<file path="config.mk">
export PLATFORM = sky130hd
export DESIGN_NAME = redraw_scheduler
export DESIGN_NICKNAME = d
export VERILOG_FILES = /design/src/rtl/redraw_scheduler.sv
export SDC_FILE = /design/constraint.sdc
export NUM_CORES = 1
export LEC_CHECK = 0
export ABC_CLOCK_PERIOD_IN_PS = 6100
export CORE_MARGIN = 1
export CORE_UTILIZATION = 33
export DETAILED_ROUTE_END_ITERATION = 7
export PLACE_DENSITY_LB_ADDON = 0.15
export SLEW_MARGIN = 10
export SYNTH_ARGS = -nofsm -noshare
export SYNTH_HDL_FRONTEND = slang
export SYNTH_SLANG_ARGS = --single-unit
</file>
<file path="constraint.sdc">
create_clock -name clock -period 6.1 [get_ports clock]
set_input_delay 1.525 -clock clock [delete_from_list [all_inputs] [get_ports clock]]
set_output_delay 1.525 -clock clock [all_outputs]
set_load 0.02 [all_outputs]
</file>
<file path="src/rtl/redraw_scheduler.sv">
// Redraw scheduler: snapshots the live display state, issues one draw_go per
// change burst, waits for draw_done with a stall timeout, then holds off MIN_GAP cycles.
module redraw_scheduler #(
  parameter logic [19:0] TIMEOUT_CYCLES = 20'd800000,
  parameter logic [7:0]  MIN_GAP        = 8'd16
) (
  input  logic        clock,
  input  logic        reset,
  input  logic [53:0] cards,
  input  logic [8:0]  faceup,
  input  logic [1:0]  cursorID,
  input  logic [1:0]  menuDepth,
  input  logic [1:0]  winID,
  input  logic [3:0]  menuOFF,
  input  logic        force_redraw,
  input  logic        clear_err,
  input  logic        draw_done,
  output logic        draw_go,
  output logic [53:0] cards_q,
  output logic [8:0]  faceup_q,
  output logic [1:0]  cursorID_q,
  output logic [1:0]  menuDepth_q,
  output logic [1:0]  winID_q,
  output logic [3:0]  menuOFF_q,
  output logic        busy,
  output logic        timeout_err,
  output logic [7:0]  redraw_count
);

  typedef enum logic [1:0] {
    S_IDLE = 2'd0,
    S_GO   = 2'd1,
    S_WAIT = 2'd2,
    S_GAP  = 2'd3
  } state_t;

  state_t      state;
  state_t      state_next;
  logic        dirty;
  logic        dirty_next;
  logic [19:0] timer;
  logic [19:0] timer_next;
  logic [7:0]  gap_cnt;
  logic [7:0]  gap_next;
  logic        load_snap;
  logic        err_set;
  logic        count_inc;
  logic        changed;
  logic        err_next;

  function automatic logic live_differs(
    input logic [53:0] c,  input logic [53:0] cq,
    input logic [8:0]  f,  input logic [8:0]  fq,
    input logic [1:0]  cu, input logic [1:0]  cuq,
    input logic [1:0]  md, input logic [1:0]  mdq,
    input logic [1:0]  w,  input logic [1:0]  wq,
    input logic [3:0]  mo, input logic [3:0]  moq
  );
    live_differs = (c != cq) || (f != fq) || (cu != cuq) ||
                   (md != mdq) || (w != wq) || (mo != moq);
  endfunction

  // Comparison against the held snapshot, so a change that reverts before sampling is invisible
  always_comb begin
    changed = live_differs(cards, cards_q, faceup, faceup_q, cursorID, cursorID_q,
                           menuDepth, menuDepth_q, winID, winID_q, menuOFF, menuOFF_q);
  end

  // Next-state logic for the scheduler FSM and its counters
  always_comb begin
    state_next = state;
    dirty_next = dirty | changed | force_redraw;
    timer_next = timer;
    gap_next   = gap_cnt;
    load_snap  = 1'b0;
    err_set    = 1'b0;
    count_inc  = 1'b0;
    case (state)
      S_IDLE: begin
        if (dirty) begin
          state_next = S_GO;
        end else begin
          state_next = S_IDLE;
        end
      end
      S_GO: begin
        load_snap  = 1'b1;
        dirty_next = force_redraw;
        timer_next = 20'd0;
        state_next = S_WAIT;
      end
      S_WAIT: begin
        // Completion takes priority over a coincident timeout
        if (draw_done) begin
          count_inc  = 1'b1;
          gap_next   = 8'd0;
          state_next = S_GAP;
        end else if (timer == (TIMEOUT_CYCLES - 20'd1)) begin
          err_set    = 1'b1;
          dirty_next = 1'b1;
          gap_next   = 8'd0;
          state_next = S_GAP;
        end else begin
          timer_next = timer + 20'd1;
          state_next = S_WAIT;
        end
      end
      S_GAP: begin
        if (gap_cnt == (MIN_GAP - 8'd1)) begin
          state_next = S_IDLE;
        end else begin
          gap_next   = gap_cnt + 8'd1;
          state_next = S_GAP;
        end
      end
      default: begin
        state_next = S_IDLE;
      end
    endcase
  end

  // Sticky error: a new stall wins over a simultaneous clear
  always_comb begin
    if (err_set) begin
      err_next = 1'b1;
    end else if (clear_err) begin
      err_next = 1'b0;
    end else begin
      err_next = timeout_err;
    end
  end

  // State, flags and counters
  always_ff @(posedge clock or posedge reset) begin
    if (reset) begin
      state        <= S_IDLE;
      dirty        <= 1'b1;
      timer        <= 20'd0;
      gap_cnt      <= 8'd0;
      timeout_err  <= 1'b0;
      redraw_count <= 8'd0;
      draw_go      <= 1'b0;
      busy         <= 1'b0;
    end else begin
      state        <= state_next;
      dirty        <= dirty_next;
      timer        <= timer_next;
      gap_cnt      <= gap_next;
      timeout_err  <= err_next;
      redraw_count <= count_inc ? (redraw_count + 8'd1) : redraw_count;
      draw_go      <= (state_next == S_GO);
      busy         <= (state_next == S_GO) || (state_next == S_WAIT);
    end
  end

  // Snapshot registers only move on the edge leaving S_GO
  always_ff @(posedge clock or posedge reset) begin
    if (reset) begin
      cards_q     <= 54'd0;
      faceup_q    <= 9'd0;
      cursorID_q  <= 2'd0;
      menuDepth_q <= 2'd0;
      winID_q     <= 2'd0;
      menuOFF_q   <= 4'd0;
    end else if (load_snap) begin
      cards_q     <= cards;
      faceup_q    <= faceup;
      cursorID_q  <= cursorID;
      menuDepth_q <= menuDepth;
      winID_q     <= winID;
      menuOFF_q   <= menuOFF;
    end else begin
      cards_q     <= cards_q;
      faceup_q    <= faceup_q;
      cursorID_q  <= cursorID_q;
      menuDepth_q <= menuDepth_q;
      winID_q     <= winID_q;
      menuOFF_q   <= menuOFF_q;
    end
  end

endmodule

</file>
* After elaboration in Yosys (flattened, before gate mapping)
Index checks and enable logic that the tools add are counted.
** Word-level totals
- Flip-flop bits (word level) :: 115
- Input bits :: 78
- Output and inout port bits :: 84
- Logic and storage cells :: 71
** Operators by class
- Add/sub/neg operators :: 3
- Equal/unequal tests :: 17
- Multiplexer cells :: 23
- Bitwise logic cells :: 2
- Reductions and logical operators :: 12
** Operator list (number)
- 54-bit inequality test :: 1
- 20-bit 2-to-1 mux :: 2
- 20-bit case mux with 2 select lines :: 1
- 8-bit 2-to-1 mux :: 3
- 20-bit by 1-bit adder with 20-bit output, second input constant :: 1
- 20-bit equality test, second input constant :: 1
- 8-bit by 1-bit adder with 8-bit output, second input constant :: 2
- 8-bit case mux with 2 select lines :: 1
- 1-bit 2-to-1 mux :: 13
- 9-bit inequality test :: 1
- 8-bit by 4-bit equality test with 1-bit output, second input constant :: 1
- 2-bit case mux with 4 select lines :: 1
- 2-bit equality test, second input constant :: 3
- 1-bit logical OR :: 6
- 2-bit inequality test :: 3
- 2-bit inequality test, second input constant :: 3
- 3-bit AND reduction :: 2
- 2-bit nonzero test :: 3
- 2-bit by 1-bit equality test with 1-bit output, second input constant :: 2
- 4-bit inequality test :: 1
- 3-bit inequality test, second input constant :: 1
- 2-bit logical NOT :: 1
- 2-bit 2-to-1 mux :: 1
- 1-bit bitwise OR :: 2
- 1-bit case mux with 2 select lines :: 1

* Logic depth before layout (Yosys ltp)
- Word-level depth :: 11
- Gate-level depth with buffers :: 9
- Gate-level depth less buffers :: 9

* Least setup slack after synthesis
OpenSTA, ideal clock, no wires.
- Path kind :: input to register
- Start point :: in cards[26]
- End point :: reg dirty
- Library setup time :: 79 ps
- Data arrival time :: 3032 ps
- Required time :: 6021 ps
- Setup slack :: 2989 ps
- Stages :: 6
- Path buffers :: 0
- Cells stage by stage :: xor2_1 a2111o_1 nor4_1 nand4_1 or4_1 a22o_1
** On the way
- Longest elaborated chain between the ends :: 11
** Ends and longest elaborated chain
- start, declared :: line 9 : input logic [53:0] cards,
- 54-bit inequality test * :: line 59 : live_differs = (c != cq) || (f != fq) || (cu != cuq) ||
- 1-bit logical OR * (3 in series) :: line 59
- 1-bit logical OR * (2 in series) :: line 60 : (md != mdq) || (w != wq) || (mo != moq);
- 1-bit bitwise OR * (2 in series) :: line 72 : dirty_next = dirty | changed | force_redraw;
- 1-bit 2-to-1 mux :: line 98 : end else if (timer == (TIMEOUT_CYCLES - 20'd1)) begin
- 1-bit 2-to-1 mux :: line 94 : if (draw_done) begin
- 1-bit case mux with 2 select lines * :: line 78 : case (state)
- named net dirty_next :: line 40 : logic dirty_next;
- end signal, assigned :: line 146 : dirty <= dirty_next;
- end, declared :: line 39 : logic dirty;
Mark *: on every way through the listed nets, which the timed path passes. The rest lies on a longest branch.
A chain may end at the register's enable or synchronous reset.

* Final worst setup path
- Start point :: in cards[25]
- End point :: reg dirty
The elaborated chain is that of the path after synthesis.

==> flow_summary.toml <==
[run_status]
status = "complete, no violations"

[power_and_ir_drop]
power_leakage_nw = 3.37
vdd_drop_max_mv = 0.337
power_mw = 4.27
pwr_density_cell_nw_per_um2 = 524

[sta]
relSlewSlack_pct = 25.8
drv_slew = 0
finalHoldViolCount = 0
fmax_mhz = 297
timing.setup.tns_ns = 0
worst_slew_pin_slew_ns = 1.11
layout_worst_path_cycle_share_pct = 55.2
min_period_ns = 3.37
setup_violations = 0
layout_setup_ws_ns = 2.73
skew_ns = 0.00906
rsz0062_at_grt = "no"

[job]
drv_cap = 0

[clocking]
numCtsBuffers = 17
cts_buffer_depth = 2
cts_tree = "yes"
cts_sinks = 115
htreeDepth = 4
post_cts_resized = 0
root_buffer = "clkbuf_16"
post-cts-setup-buffer-count = 0
clkLatencyLatePin_ns = 0.41
cts.clk_slew.worst_paths_ns = 0.05
ctsHoldBuffers = 0

[yosys]
yosys_most_used_dff = "dfrtp_1"
synth.avg_cell_area_um2 = 11.2
ys_types = 40
synthCells = 507
ys_seq_area_share_pct = 50.8
synth_edf_count = 0
synth-warning-count = 0
ys_ff_latch = 115
async_flop_share_pct = 100
synthesis.area_um2 = 5660
syn_nets = 593

[floorplan]
core_area_um2 = 16600
io_pins = 162
row_count = 47
die_h_um = 133
start_util_pct = 34.0
die_x_um = 133
die-area_um2 = 17700

[route]
ant_nets = 0
first_pass_iters = 5
num_vias = 4332
drt_iter0_markers = 134
drc = 0
wl_per_cell_um = 15.9
routed_via_density = 4.77
routed_wl_mm = 14.4

[grt]
grt_pass1_wl_mm = 23.2
grt.overflow.total = 0
grt_max_degree = 86
grt_pass1_vias = 4480
antenna_found_initial = 0
track_usage_pct = 17.1

[final_layout]
area_delta_synth_final_pct = 43.7
antenna_cells = 0
nets = 762
fin_area_um2 = 8140
fillCellCount = 1518
layout-drive-gt1-share_pct = 14.8

[critical_path]
critPathRequiredTime_ns = 6.43
cpPeakStageDelay_ns = 0.55
path_cells = "clkdlybuf4s50_1 -> inv_1 -> a2111o_1 -> nor4_1 -> nand4_1 -> or4_1 -> a22o_1"
slowest_stage = "or4_1"
startpoint_type = "input port"
end_kind = "register"
path_buf_inv = 2
arrival_ns = 3.70
cp_max_fo = 2
criticalPathCategory = "in -> reg"
critical-path-top-delay-family = "simple AND/OR/NAND/NOR gates"

[place]
placed_area_um2 = 7530
hpwl_mm = 10.5
dp_slack_ns = 2.27
io_buffers = 161
gp_congestion = 0.781

[worst_hold_path]
hp-class = "reg -> reg"
-- per-stage QoR --
stage,util [%],hold slack [ns],cells
6_report,48.9,0.473,908
4_1_cts,48.9,0.472,908
3_5_place_dp,45.2,0.465,877
2_1_floorplan,-,0.466,507
5_1_grt,48.9,0.509,908
3_3_place_gp,45.2,0.463,877
-- flip-flops by register name, indices dropped and copies added, names as in the netlist, 4 cells and up --
signal / count
menuOFF_q: 4
redraw_count: 8
faceup_q: 9
timer: 20
gap_cnt: 8
cards_q: 54
-- area by class of cell --
class                           instances  area (µm²)  share of cell area [%]
Sequential cell                       115        2880                    35.4
Multi-Input combinational cell        346        2620                    32.2
Timing Repair Buffer                  162        1620                    19.9
Clock buffer                           21         480                    5.90
Tap cell                              220         275                    3.38
Clock inverter                         10         130                    1.60
Inverter                               34         130                    1.60
-- cells in the mapped netlist, types with 3 or more instances --
master	n	area share [%]
a2111o_1	4	0.80
a22o_1	5	0.77
and2_1	3	0.33
and3_1	5	0.55
and4_1	3	0.46
clkbuf_1	10	0.66
dfrtp_1	114	50
ha_1	8	1.8
inv_1	34	2.3
mux2_2	65	13
mux2i_1	3	0.53
nand2_1	31	2.1
nand2b_1	7	0.77
nand3_1	23	2.0
nand4_1	20	2.2
nor2_1	20	1.3
nor2b_1	14	1.5
nor3_1	3	0.26
nor4_1	15	1.7
o211ai_1	3	0.40
o21ai_0	22	1.9
o22ai_1	11	1.2
xnor2_1	31	4.8
xor2_1	32	4.9
-- cell families after synthesis --
logic type | share of synthesized area, %
adders and majority gates | 1.77
buffers and inverters | 3.07
AOI/OAI and AO/OA | 7.33
and+or+nand+nor | 13.8
DFF | 50.8
xor gates and xnor gates | 9.74
muxes | 13.5
-- worst reg2reg max path, delay by kind of cell, from the launching register on --
family	cells	cell delay [ns]
AO/OA/AOI/OAI	2	0.36
AND/OR/NAND/NOR	1	0.64
adder cells (fa/ha/maj)	1	0.85
buffers and inverters	1	0.13
flip-flops	1	0.42
-- layer usage --
layer,track usage [%],wire [µm],vias to the layer above,share of wire [%]
met1,20.3,6160,2067,43
met3,8.24,1330,15,9.2
met4,4.98,147,0,1.0
met2,27.1,6790,120,47
li1,-,-,2130,-
met5,0,0,-,0
-- cells in the final DEF, fill, tap and decap left out, types with 2 or more instances in the layout --
| master | instances |
|---|---|
| and3_1 | 5 |
| and4_1 | 3 |
| bufinv_16 | 3 |
| dfrtp_1 | 114 |
| nand2b_1 | 7 |
| clkinvlp_4 | 2 |
| o211ai_1 | 3 |
| a22o_1 | 5 |
| mux2i_1 | 3 |
| mux2_2 | 65 |
| and2_1 | 3 |
| a21oi_1 | 2 |
| o22ai_1 | 11 |
| nand3_1 | 23 |
| a2111o_1 | 4 |
| nand2_1 | 31 |
| nor2_1 | 20 |
| o21ai_0 | 21 |
| xnor2_1 | 31 |
| o2bb2ai_1 | 2 |
| nor3_1 | 3 |
| or4_1 | 2 |
| clkbuf_16 | 17 |
| nand4_1 | 20 |
| inv_1 | 33 |
| clkdlybuf4s50_1 | 161 |
| nor4_1 | 15 |
| a21o_1 | 2 |
| clkinv_2 | 5 |
| nor2b_1 | 14 |
| xor2_1 | 32 |
| ha_1 | 7 |
| clkbuf_8 | 4 |
| o31ai_1 | 2 |
-- path summary, 6_finish.rpt --
path	depth (start not counted)	startpoint	end	slack (ns)
worst max-delay path	7	cards[25]	dirty$_DFF_PP1_	2.73
worst min-delay path	1	redraw_count[7]$_DFFE_PP0P_	redraw_count[7]$_DFFE_PP0P_	0.47
worst max register to register	5	state[1]$_DFF_PP0_	timer[7]$_DFFE_PP0P_	3.57
worst min register to register	1	redraw_count[7]$_DFFE_PP0P_	redraw_count[7]$_DFFE_PP0P_	0.47
max in group asynchronous	3	reset	dirty$_DFF_PP1_	3.30
min in group asynchronous	2	reset	redraw_count[3]$_DFFE_PP0P_	1.68
-- where the power goes --
group          switching, mW  internal, mW
clock                  0.342         0.679
sequential             0.279          1.07
combinational          0.910         0.987
Power figures use the tool's default switching activity.
